===== config.mk =====
export PLATFORM = sky130hd
export DESIGN_NAME = eddsa_msg_feeder
export DESIGN_NICKNAME = d
export VERILOG_FILES = /design/src/rtl/eddsa_msg_feeder_pkg.sv /design/src/rtl/rise_detect.sv /design/src/rtl/eddsa_msg_feeder.sv
export SDC_FILE = /design/constraint.sdc
export NUM_CORES = 2
export LEC_CHECK = 0
export ABC_CLOCK_PERIOD_IN_PS = 7800
export BUFFER_PORTS_ARGS = -buffer_cell sky130_fd_sc_hd__buf_2
export CAP_MARGIN = 30
export CORE_MARGIN = 4
export CORE_UTILIZATION = 44
export CTS_BUF_LIST = sky130_fd_sc_hd__clkbuf_8 sky130_fd_sc_hd__clkbuf_16
export CTS_CLUSTER_SIZE = 30
export DETAILED_ROUTE_END_ITERATION = 6
export HOLD_SLACK_MARGIN = 0.12
export PLACE_DENSITY = 0.63
export SLEW_MARGIN = 20
export SYNTH_ARGS = -nofsm -noshare
export SYNTH_HDL_FRONTEND = slang
export SYNTH_SLANG_ARGS = --single-unit

===== constraint.sdc =====
create_clock -name clk -period 7.8 [get_ports clk]
set_input_delay 1.17 -clock clk [delete_from_list [all_inputs] [get_ports clk]]
set_output_delay 1.17 -clock clk [all_outputs]
set_load 0.1 [all_outputs]

===== src/rtl/eddsa_msg_feeder_pkg.sv =====
// ---------------------------------------------------------------------------
// eddsa_msg_feeder_pkg
// Shared definitions for the EdDSA message front end:
//   - block_valid encodings presented to the EdDSA core
//   - feeder state enumeration
//   - default word and block widths
// ---------------------------------------------------------------------------
package eddsa_msg_feeder_pkg;

  localparam int unsigned DEF_WIDTH      = 64;
  localparam int unsigned DEF_SIZE_BLOCK = 1024;

  // block_valid encodings: MORE = intermediate block, LAST = final block.
  localparam logic [1:0] BV_NONE = 2'b00;
  localparam logic [1:0] BV_MORE = 2'b10;
  localparam logic [1:0] BV_LAST = 2'b01;

  typedef enum logic [1:0] {
    IDLE = 2'd0,
    FILL = 2'd1,
    FULL = 2'd2,
    DONE = 2'd3
  } state_e;

endpackage : eddsa_msg_feeder_pkg


===== src/rtl/rise_detect.sv =====
// ---------------------------------------------------------------------------
// rise_detect
// Rising-edge detector for a level input that is synchronous to clk.
// The previous level is held in a register; rise_o is high for the one
// cycle in which sig_i is high and was low on the previous clock.
// Ports:
//   clk    - clock
//   rst    - asynchronous active-low reset
//   sig_i  - level to watch
//   rise_o - one-cycle rising-edge indication
// ---------------------------------------------------------------------------
module rise_detect (
  input  logic clk,
  input  logic rst,
  input  logic sig_i,
  output logic rise_o
);

  logic prev_q;

  // NOTE: state is updated with non-blocking assignments so that every
  // register samples the values from before the clock edge.
  always_ff @(posedge clk or negedge rst) begin
    if (!rst) begin
      prev_q <= 1'b0;
    end else begin
      prev_q <= sig_i;
    end
  end

  assign rise_o = sig_i & ~prev_q;

endmodule : rise_detect


===== src/rtl/eddsa_msg_feeder.sv =====
// ---------------------------------------------------------------------------
// eddsa_msg_feeder
// Packs a stream of WIDTH-bit message words MSB-first into SIZE_BLOCK-bit
// blocks, zeroes the bits past len_message, and hands each block to the
// EdDSA core on a block_ready rising edge. The assembly buffer refills
// while the core holds the previous block in the output register.
// Ports:
//   clk, rst     - clock, asynchronous active-low reset
//   start        - begins a message (accepted only in IDLE)
//   len_message  - message length in bits, sampled on start
//   din          - message word, first message bit in din[WIDTH-1]
//   din_valid    - din valid
//   din_ready    - word accepted when din_valid && din_ready
//   block_ready  - request level from the core, acted on at its rising edge
//   message      - block presented to the core
//   block_valid  - 00 none, 10 intermediate block, 01 final block
//   busy         - message in progress
//   done         - one-cycle pulse when the final block is presented
//   error        - sticky: request edge with no message active
// ---------------------------------------------------------------------------
module eddsa_msg_feeder
  import eddsa_msg_feeder_pkg::*;
#(
  parameter int unsigned WIDTH      = DEF_WIDTH,
  parameter int unsigned SIZE_BLOCK = DEF_SIZE_BLOCK
) (
  input  logic                  clk,
  input  logic                  rst,
  input  logic                  start,
  input  logic [WIDTH-1:0]      len_message,
  input  logic [WIDTH-1:0]      din,
  input  logic                  din_valid,
  output logic                  din_ready,
  input  logic                  block_ready,
  output logic [SIZE_BLOCK-1:0] message,
  output logic [1:0]            block_valid,
  output logic                  busy,
  output logic                  done,
  output logic                  error
);

  localparam int unsigned WPB    = SIZE_BLOCK / WIDTH;
  localparam int unsigned SLOT_W = (WPB > 1) ? $clog2(WPB) : 1;
  localparam logic [WIDTH-1:0] W_L = WIDTH'(WIDTH);
  localparam logic [WIDTH-1:0] B_L = WIDTH'(SIZE_BLOCK);

  state_e state_q, state_d;

  logic [WIDTH-1:0]      word_cnt_q, word_cnt_d;
  logic [WIDTH-1:0]      blk_cnt_q,  blk_cnt_d;
  logic [WIDTH-1:0]      words_q,    words_d;
  logic [WIDTH-1:0]      blocks_q,   blocks_d;
  logic [WIDTH-1:0]      rem_q,      rem_d;
  logic [SLOT_W-1:0]     slot_q,     slot_d;
  logic [SIZE_BLOCK-1:0] asm_buf_q,  asm_buf_d;
  logic [SIZE_BLOCK-1:0] message_q,  message_d;
  logic [1:0]            bv_q,       bv_d;
  logic                  pending_q,  pending_d;
  logic                  error_q,    error_d;

  logic                  br_rise;
  logic                  accept;
  logic                  last_word;
  logic                  slot_last;
  logic                  is_final;
  logic                  xfer;
  logic [WIDTH-1:0]      len_rem;
  logic [WIDTH-1:0]      len_words;
  logic [WIDTH-1:0]      len_blocks_raw;
  logic [WIDTH-1:0]      len_blocks;
  logic [WIDTH-1:0]      last_mask;
  logic [WIDTH-1:0]      word_in;

  rise_detect u_rise_detect (
    .clk    (clk),
    .rst    (rst),
    .sig_i  (block_ready),
    .rise_o (br_rise)
  );

  // Length-derived values, latched when a message starts. A zero-length
  // message still produces one (all-zero) final block.
  assign len_rem        = len_message % W_L;
  assign len_words      = (len_message / W_L) + WIDTH'(len_rem != '0);
  assign len_blocks_raw = (len_message / B_L) + WIDTH'((len_message % B_L) != '0);
  assign len_blocks     = (len_blocks_raw == '0) ? WIDTH'(1) : len_blocks_raw;

  assign accept    = din_valid && din_ready;
  assign last_word = (word_cnt_q == words_q - WIDTH'(1));
  assign slot_last = (slot_q == SLOT_W'(WPB - 1));
  assign is_final  = (blk_cnt_q == blocks_q - WIDTH'(1));
  assign xfer      = (state_q == FULL) && pending_q;

  // Keep only the top rem_q bits of the final word; a full final word
  // (rem_q == 0) passes unchanged.
  assign last_mask = (rem_q == '0) ? '1 : ~({WIDTH{1'b1}} >> rem_q);
  assign word_in   = last_word ? (din & last_mask) : din;

  // ---------------------------------------------------------------------
  // FSM: state register
  // ---------------------------------------------------------------------
  always_ff @(posedge clk or negedge rst) begin
    if (!rst) begin
      state_q <= IDLE;
    end else begin
      state_q <= state_d;
    end
  end

  // ---------------------------------------------------------------------
  // FSM: next state
  // ---------------------------------------------------------------------
  // NOTE: every signal assigned in a combinational block gets a default
  // first, so no path leaves it unassigned and no latch is inferred.
  always_comb begin
    state_d = state_q;
    unique case (state_q)
      IDLE: if (start) state_d = (len_message == '0) ? FULL : FILL;
      FILL: if (accept && (slot_last || last_word)) state_d = FULL;
      FULL: if (xfer) state_d = is_final ? DONE : FILL;
      DONE: state_d = IDLE;
      default: state_d = IDLE;
    endcase
  end

  // ---------------------------------------------------------------------
  // FSM: outputs
  // ---------------------------------------------------------------------
  always_comb begin
    din_ready = 1'b0;
    busy      = 1'b0;
    done      = 1'b0;
    unique case (state_q)
      FILL:    begin din_ready = 1'b1; busy = 1'b1; end
      FULL:    busy = 1'b1;
      DONE:    done = 1'b1;
      default: ;
    endcase
  end

  // ---------------------------------------------------------------------
  // Datapath next state
  // ---------------------------------------------------------------------
  always_comb begin
    word_cnt_d = word_cnt_q;
    blk_cnt_d  = blk_cnt_q;
    words_d    = words_q;
    blocks_d   = blocks_q;
    rem_d      = rem_q;
    slot_d     = slot_q;
    asm_buf_d  = asm_buf_q;
    message_d  = message_q;
    bv_d       = bv_q;
    pending_d  = pending_q;
    error_d    = error_q;

    // Slot 0 sits in the most significant WIDTH bits of the block.
    if (accept) begin
      for (int unsigned s = 0; s < WPB; s++) begin
        if (slot_q == SLOT_W'(s)) begin
          asm_buf_d[(WPB - 1 - s) * WIDTH +: WIDTH] = word_in;
        end
      end
      word_cnt_d = word_cnt_q + WIDTH'(1);
      slot_d     = slot_last ? '0 : slot_q + SLOT_W'(1);
    end

    if (xfer) begin
      message_d = asm_buf_q;
      bv_d      = is_final ? BV_LAST : BV_MORE;
      asm_buf_d = '0;
      blk_cnt_d = blk_cnt_q + WIDTH'(1);
      pending_d = 1'b0;
    end

    // A request during a message is remembered until the block is full;
    // one that lands on the transfer cycle is a fresh request and wins.
    // Outside a message it either retires the presented block or is an
    // error when nothing is presented.
    if (br_rise) begin
      if (busy) begin
        pending_d = 1'b1;
      end else if (bv_q != BV_NONE) begin
        bv_d = BV_NONE;
      end else begin
        error_d = 1'b1;
      end
    end

    if ((state_q == IDLE) && start) begin
      word_cnt_d = '0;
      blk_cnt_d  = '0;
      slot_d     = '0;
      asm_buf_d  = '0;
      words_d    = len_words;
      blocks_d   = len_blocks;
      rem_d      = len_rem;
      pending_d  = 1'b0;
      error_d    = 1'b0;
    end
  end

  // ---------------------------------------------------------------------
  // Datapath registers
  // ---------------------------------------------------------------------
  // NOTE: the block buffers are ordinary flops, not a RAM, so they take
  // the asynchronous reset and no partial block survives a reset.
  always_ff @(posedge clk or negedge rst) begin
    if (!rst) begin
      word_cnt_q <= '0;
      blk_cnt_q  <= '0;
      words_q    <= '0;
      blocks_q   <= '0;
      rem_q      <= '0;
      slot_q     <= '0;
      asm_buf_q  <= '0;
      message_q  <= '0;
      bv_q       <= BV_NONE;
      pending_q  <= 1'b0;
      error_q    <= 1'b0;
    end else begin
      word_cnt_q <= word_cnt_d;
      blk_cnt_q  <= blk_cnt_d;
      words_q    <= words_d;
      blocks_q   <= blocks_d;
      rem_q      <= rem_d;
      slot_q     <= slot_d;
      asm_buf_q  <= asm_buf_d;
      message_q  <= message_d;
      bv_q       <= bv_d;
      pending_q  <= pending_d;
      error_q    <= error_d;
    end
  end

  assign message     = message_q;
  assign block_valid = bv_q;
  assign error       = error_q;

endmodule : eddsa_msg_feeder


## After elaboration in Yosys (flattened, before gate mapping)

Index checks and enable logic that the tools add are counted.

- Add/sub/neg operators: 7
- Multiply operators: 0
- Div/mod/pow operators: 0
- Order comparisons: 0
- Eq/ne operators: 25
- Shift operators: 1
- Muxes and demuxes: 51
- Bitwise operators: 4
- Reduce and logical (&&, ||, !) cells: 52

Operators with widths:

| operator | number |
|---|---|
| $mux 1024 | 3 |
| $mux 64 | 22 |
| $logic_not 64->1 | 3 |
| $add 64x1->64 const B | 2 |
| $eq 64x64->1 | 2 |
| $reduce_bool 64->1 | 2 |
| $sub 64x1->64 const B | 2 |
| $and 64x64->64 | 1 |
| $not 64->64 | 1 |
| $shr 64x6->64 const A | 1 |
| $add 58x1->59 | 1 |
| $add 54x1->55 | 1 |
| $mux 55 | 1 |
| $reduce_bool 3->1 | 17 |
| $eq 4x4->1 const B | 8 |
| $reduce_and 2->1 | 16 |
| $mux 2 | 10 |
| $eq 4x3->1 const B | 4 |
| $mux 4 | 3 |
| $mux 1 | 11 |
| $eq 4x2->1 const B | 2 |
| $pmux 2 s4 | 1 |
| $reduce_bool 2->1 | 4 |
| $ne 2x2->1 const B | 3 |
| other kinds (13) | 19 |

- Register bits: 2321
- Latch bits: 0
- Bits in writable memories: 0
- Memory bits (read-only): 0
- Bits of input ports: 133
- Output and inout port bits: 1030
- Logic and storage cells: 168
- Memories kept: 0

## Depth between registers and ports, before layout

- Depth in word-level cells: 9
- Mapped depth: 16
- Gate-level depth less buffers: 14

## Modules after synthesis

Synthesis repeated with hierarchy kept, for this count alone.

- Cells, all modules: 10391
- Area total of the unflattened synthesis: 98081.6 sq um

By module, submodules not included:

| module | times used | cells an instance | area an instance (sq um) | seq. area each (sq um) |
|---|---|---|---|---|
| eddsa_msg_feeder | 1 | 10389 | 98042.8 | 57705.3 |
| rise_detect | 1 | 2 | 38.8 | 25.0 |

## Worst setup path after synthesis

Ideal clock, no wire load.

- Path type: register -> register
- From: register state_q[1]
- To: register word_cnt_q[63]
- Setup time: 132 ps
- Data arrival time: 4380 ps
- Required time: 7668 ps
- Slack: 3288 ps
- Stages on the path, launching flop included: 14
- Clock period less this slack: 4512 ps
- Cells stage by stage: dfrtp_1 -> inv_1 -> ha_1 -> and2_1 -> clkbuf_1 -> nand4_1 -> nor4_1 -> nand3b_1 -> or3_1 -> or2_2 -> nor3_1 -> or3b_2 -> xor2_1 -> nor2_1

- Longest elaborated chain between the ends: 4
- Elaborated cells between the ends (all ways): 7

Ends and longest elaborated chain:

| item | line | RTL |
|---|---|---|
| from (decl) | eddsa_msg_feeder.sv:47 | `state_e state_q, state_d;` |
| from (signal assigned) | eddsa_msg_feeder.sv:106 | `state_q <= state_d;` |
| $eq 2x1->1 | eddsa_msg_feeder.sv:133 | `unique case (state_q)` |
| $mux 1 | eddsa_msg_feeder.sv:133 |  |
| named net din_ready | eddsa_msg_feeder.sv:33 | `output logic din_ready,` |
| $logic_and 1x1->1 | eddsa_msg_feeder.sv:88 | `assign accept = din_valid && din_ready;` |
| $reduce_bool 2->1 (no line) | - |  |
| to (signal assigned) | eddsa_msg_feeder.sv:222 | `word_cnt_q <= word_cnt_d;` |
| to (decl) | eddsa_msg_feeder.sv:49 | `logic [WIDTH-1:0] word_cnt_q, word_cnt_d;` |

The timed path passes the listed nets, and every way through them passes these cells.
A chain may end at the register's enable or synchronous reset.

## Final worst setup path

- From: register words_q[5]
- To: register asm_buf_q[799]

- Longest elaborated chain between the ends: 7

Ends and longest elaborated chain:

| item | line | RTL |
|---|---|---|
| from (decl) | eddsa_msg_feeder.sv:51 | `logic [WIDTH-1:0] words_q, words_d;` |
| from (signal assigned) | eddsa_msg_feeder.sv:224 | `words_q <= words_d;` |
| $sub 64x1->64 | eddsa_msg_feeder.sv:89 | `assign last_word = (word_cnt_q == words_q - WIDTH'(1));` |
| $eq 64x64->1 | eddsa_msg_feeder.sv:89 |  |
| $mux 64 | eddsa_msg_feeder.sv:97 | `assign word_in = last_word ? (din & last_mask) : din;` |
| $mux 64 | eddsa_msg_feeder.sv:160 | `if (slot_q == SLOT_W'(s)) begin` |
| $mux 1024 | eddsa_msg_feeder.sv:158 | `if (accept) begin` |
| $mux 1024 | eddsa_msg_feeder.sv:168 | `if (xfer) begin` |
| $mux 1024 | eddsa_msg_feeder.sv:190 | `if ((state_q == IDLE) && start) begin` |
| to (signal assigned) | eddsa_msg_feeder.sv:228 | `asm_buf_q <= asm_buf_d;` |
| to (decl) | eddsa_msg_feeder.sv:55 | `logic [SIZE_BLOCK-1:0] asm_buf_q, asm_buf_d;` |

Every way passes these cells. The select of a mux whose other input is x is not followed.

==> metrics.txt <==
vias per inst=approximately 5.7; reg-to-reg startpoint=words_q[5]$_DFFE_PN0P_; nature of the critical path endpoint=flop; DIE WIDTH=481 um; Global Route Usage Sum=between 30% and 40%; dpl ws=between 1500 and 2000 ps; Seq/Total Area, Yosys=58.5%; count of unique library cells instantiated by Yosys=85; post-route antenna net violation count=0; total CTS buffers=237; LEAKAGE=a little over 60 nW; Cells after DPL=between 10000 and 15000; fmax=0.167 GHz; CTS sink count=~2300; actual slew at the worst max-slew pin=between 1000 and 1500 ps; Setup TNS=0 ps; cell repeated most along the worst path=buf_4; Final Instance Area=around 120000 um2; Tcrit/Tclk final=around 77%; Synth Net Count=10900; num ports=1163; Syn-to-layout area delta=17.3%; Die Area=232000 um2; Worst path slowest cell=nor3_1; Clock transition at path regs=around 60 ps; EDFF count, synth=0; WP depth=12; fin worst setup slack=roughly 1800 ps; Clock Path Buffers=3; grt total ovfl=0; Starting Density=between 40% and 50%; Yosys top cell by area=dfrtp_1; layout cell share with drive strength beyond 1=between 10% and 20%; Top FF cell, synth=dfrtp_1; CP Max Fanout=23; PortBufs=around 1200; status=finished, final reports clean; kind of critical path=reg2reg; fin. max-slew vios=0; number of global-route vias before repair=slightly above 80000; VDD IR max=approximately 0.33 mV; Critical Path Sink=asm_buf_q[799]$_DFFE_PN0P_; Hold Fails Final Rpt=0; DRT iter0 DRCs=between 8000 and 9000; PD cells=around 300 nW/um2; # setup viols final=0; # rows=~170; Mapped Cells=10700; crit-path max cell delay=about 860 ps; post-CTS setup buffer count=0; hold slack=255 ps; DP Wirelength=278000 um; Clock Latency Late Sink=~940 ps; Wirelength per Cell=27.0 um; largest net degree at the start of global routing=194; synthesized area per cell=9.19 um2; nets=between 10000 and 15000; via count=approximately 84000; post-synth top area share=around 60%; Worst Path Buf+Inv=2; flop2flop setup slack=1800 ps; post-CTS sizing=0; synth top area cells=dfrtp_1 59%, nand2_1 14%, nand3_1 3.8%; FF+latch count, synth=around 2300; Worst EP arrival=around 6800 ps; clock skew=approximately 120 ps; total power=35.7 mW; Async SR Flop Fraction=100%; CP startpoint kind=flop; initial antenna violation count=30; H-tree depth=4; Routed WL=roughly 400000 um; routability cong.=about 0.95; delay-heaviest family, CP=simple AND/OR/NAND/NOR gates; Die Y=481 um; DRT Pass-1 Iters=5; RSZ-0062 raised after global routing=false; max_cap viols=0; first-pass GRT wire length=around 570000 um; Root Driver=clkbuf_16; Finished Core Util=between 50% and 60%; fin cells=around 15000; # hold bufs at CTS=0; Core Footprint=223000 um2; yosys warns=0; Syn Std Cell Area=roughly 100000 um2; R2R cell count=12; Hold Path Class=in2async; # DRC=0; fin crit period=~6000 ps; Post-DP Area=approximately 110000 um2; worst path required time=roughly 8600 ps; Worst slew margin=21.4%; CP Cell Sequence=nor4_4 -> nand4_1 -> nor3_1 -> mux2_2 -> mux2i_1 -> a2bb2oi_1 -> or3_2 -> buf_4 -> or2_1 -> o211ai_1 -> buf_4 -> o21ai_0; CP Launch Point=words_q[5]$_DFFE_PN0P_; Critical R2R Capture=asm_buf_q[799]$_DFFE_PN0P_; CTS tree=done
==> cells in the final DEF, fill, tap and decap left out, types with 17 or more instances in the layout <==
master / count
nand2_1: 3776
dfrtp_1: 2307
buf_2: 1163
nand3_1: 739
o21ai_0: 698
nor2_1: 659
a2bb2oi_1: 304
clkbuf_16: 237
xnor2_1: 195
xor2_1: 172
buf_4: 155
inv_1: 109
nand4_1: 93
nor4_1: 89
o31ai_1: 88
nor3_1: 86
a21oi_1: 74
a2bb2oi_2: 52
clkbuf_8: 51
a32o_1: 48
and3_1: 47
clkinv_2: 43
or3_1: 42
o211ai_1: 34
buf_12: 27
and2_1: 23
bufinv_16: 22
or4_1: 20
or2_2: 18
ha_1: 17
==> cell usage after synthesis, drive strengths merged (5+ instances only) <==
cell type	n
o21ai	703
clkbuf	759
and3	47
nor4	101
a31oi	14
xor2	172
and4	13
nand3b	15
nand3	747
nor4b	6
nor2b	13
dfrtp	2307
o211ai	34
mux2i	15
buf	67
inv	45
a2111oi	13
a2bb2oi	356
or2	20
nand4	93
ha	17
a21o	6
o22ai	5
nor3b	8
a21oi	77
and2	26
a211oi	8
or4	23
xnor2	195
nand2b	16
or3	43
o31ai	88
or4b	5
o21a	6
nand2	3788
a32o	48
nor2	673
nor3	102
==> flip-flops by register name, indices dropped and copies added (netlist names) <==
| signal | cells |
|---|---|
| words_q | 59 |
| message | 1024 |
| word_cnt_q | 64 |
| pending_q | 1 |
| blocks_q | 55 |
| rem_q | 6 |
| asm_buf_q | 1024 |
| state_q | 2 |
| block_valid | 2 |
| error | 1 |
| blk_cnt_q | 64 |
| u_rise_detect.prev_q | 1 |
| slot_q | 4 |
==> worst min path at each step <==
stage / start / endpoint
final: rst / asm_buf_q[753]$_DFFE_PN0P_
after global routing: rst / asm_buf_q[992]$_DFFE_PN0P_
after CTS: rst / asm_buf_q[753]$_DFFE_PN0P_
after detailed placement: asm_buf_q[431]$_DFFE_PN0P_ / message[431]$_DFFE_PN0P_
after global placement: asm_buf_q[957]$_DFFE_PN0P_ / message[957]$_DFFE_PN0P_
after floorplan: asm_buf_q[0]$_DFFE_PN0P_ / message[0]$_DFFE_PN0P_
==> layer usage <==
layer | part of all wire [%] | wire, um | track usage (%) | vias up
li1 | - | - | - | 37100
met2 | 46 | 182000 | 52.2 | 3786
met3 | 7.4 | 29300 | 5.95 | 866
met4 | 7.0 | 27700 | 19.9 | 14
met1 | 40 | 158000 | 43.9 | 42300
met5 | 0.024 | 95 | 0 | -
==> cell families (layout without fill, tap and decap cells) <==
kind of cell,after synthesis,after routing,synth area share [%]
muxes,18,18,0.186
other,0,16,0
buffers and inverters,871,1855,3.51
and+or+nand+nor,5752,5752,24.5
xor gates and xnor gates,367,367,3.26
adders and majority gates,17,17,0.216
AOI/OAI and AO/OA,1403,1403,9.82
DFF,2307,2307,58.5
==> area by class of cell <==
| type | count | area, um2 |
|---|---|---|
| Antenna cell | 16 | 40.0 |
| Inverter | 45 | 169 |
| Tap cell | 2975 | 3720 |
| Clock inverter | 158 | 1620 |
| Multi-Input combinational cell | 7557 | 37800 |
| Fill cell | 20600 | 107000 |
| Sequential cell | 2307 | 57700 |
| Clock buffer | 288 | 6630 |
| Timing Repair Buffer | 1364 | 7940 |
==> power by group <==
part / switching [mW] / internal, mW / total [mW]
Clock: 5.05 / 6.78 / 11.8
Sequential: 1.36 / 13.0 / 14.4
Combinational: 7.70 / 1.78 / 9.48
(Power assumes the default switching activity.)
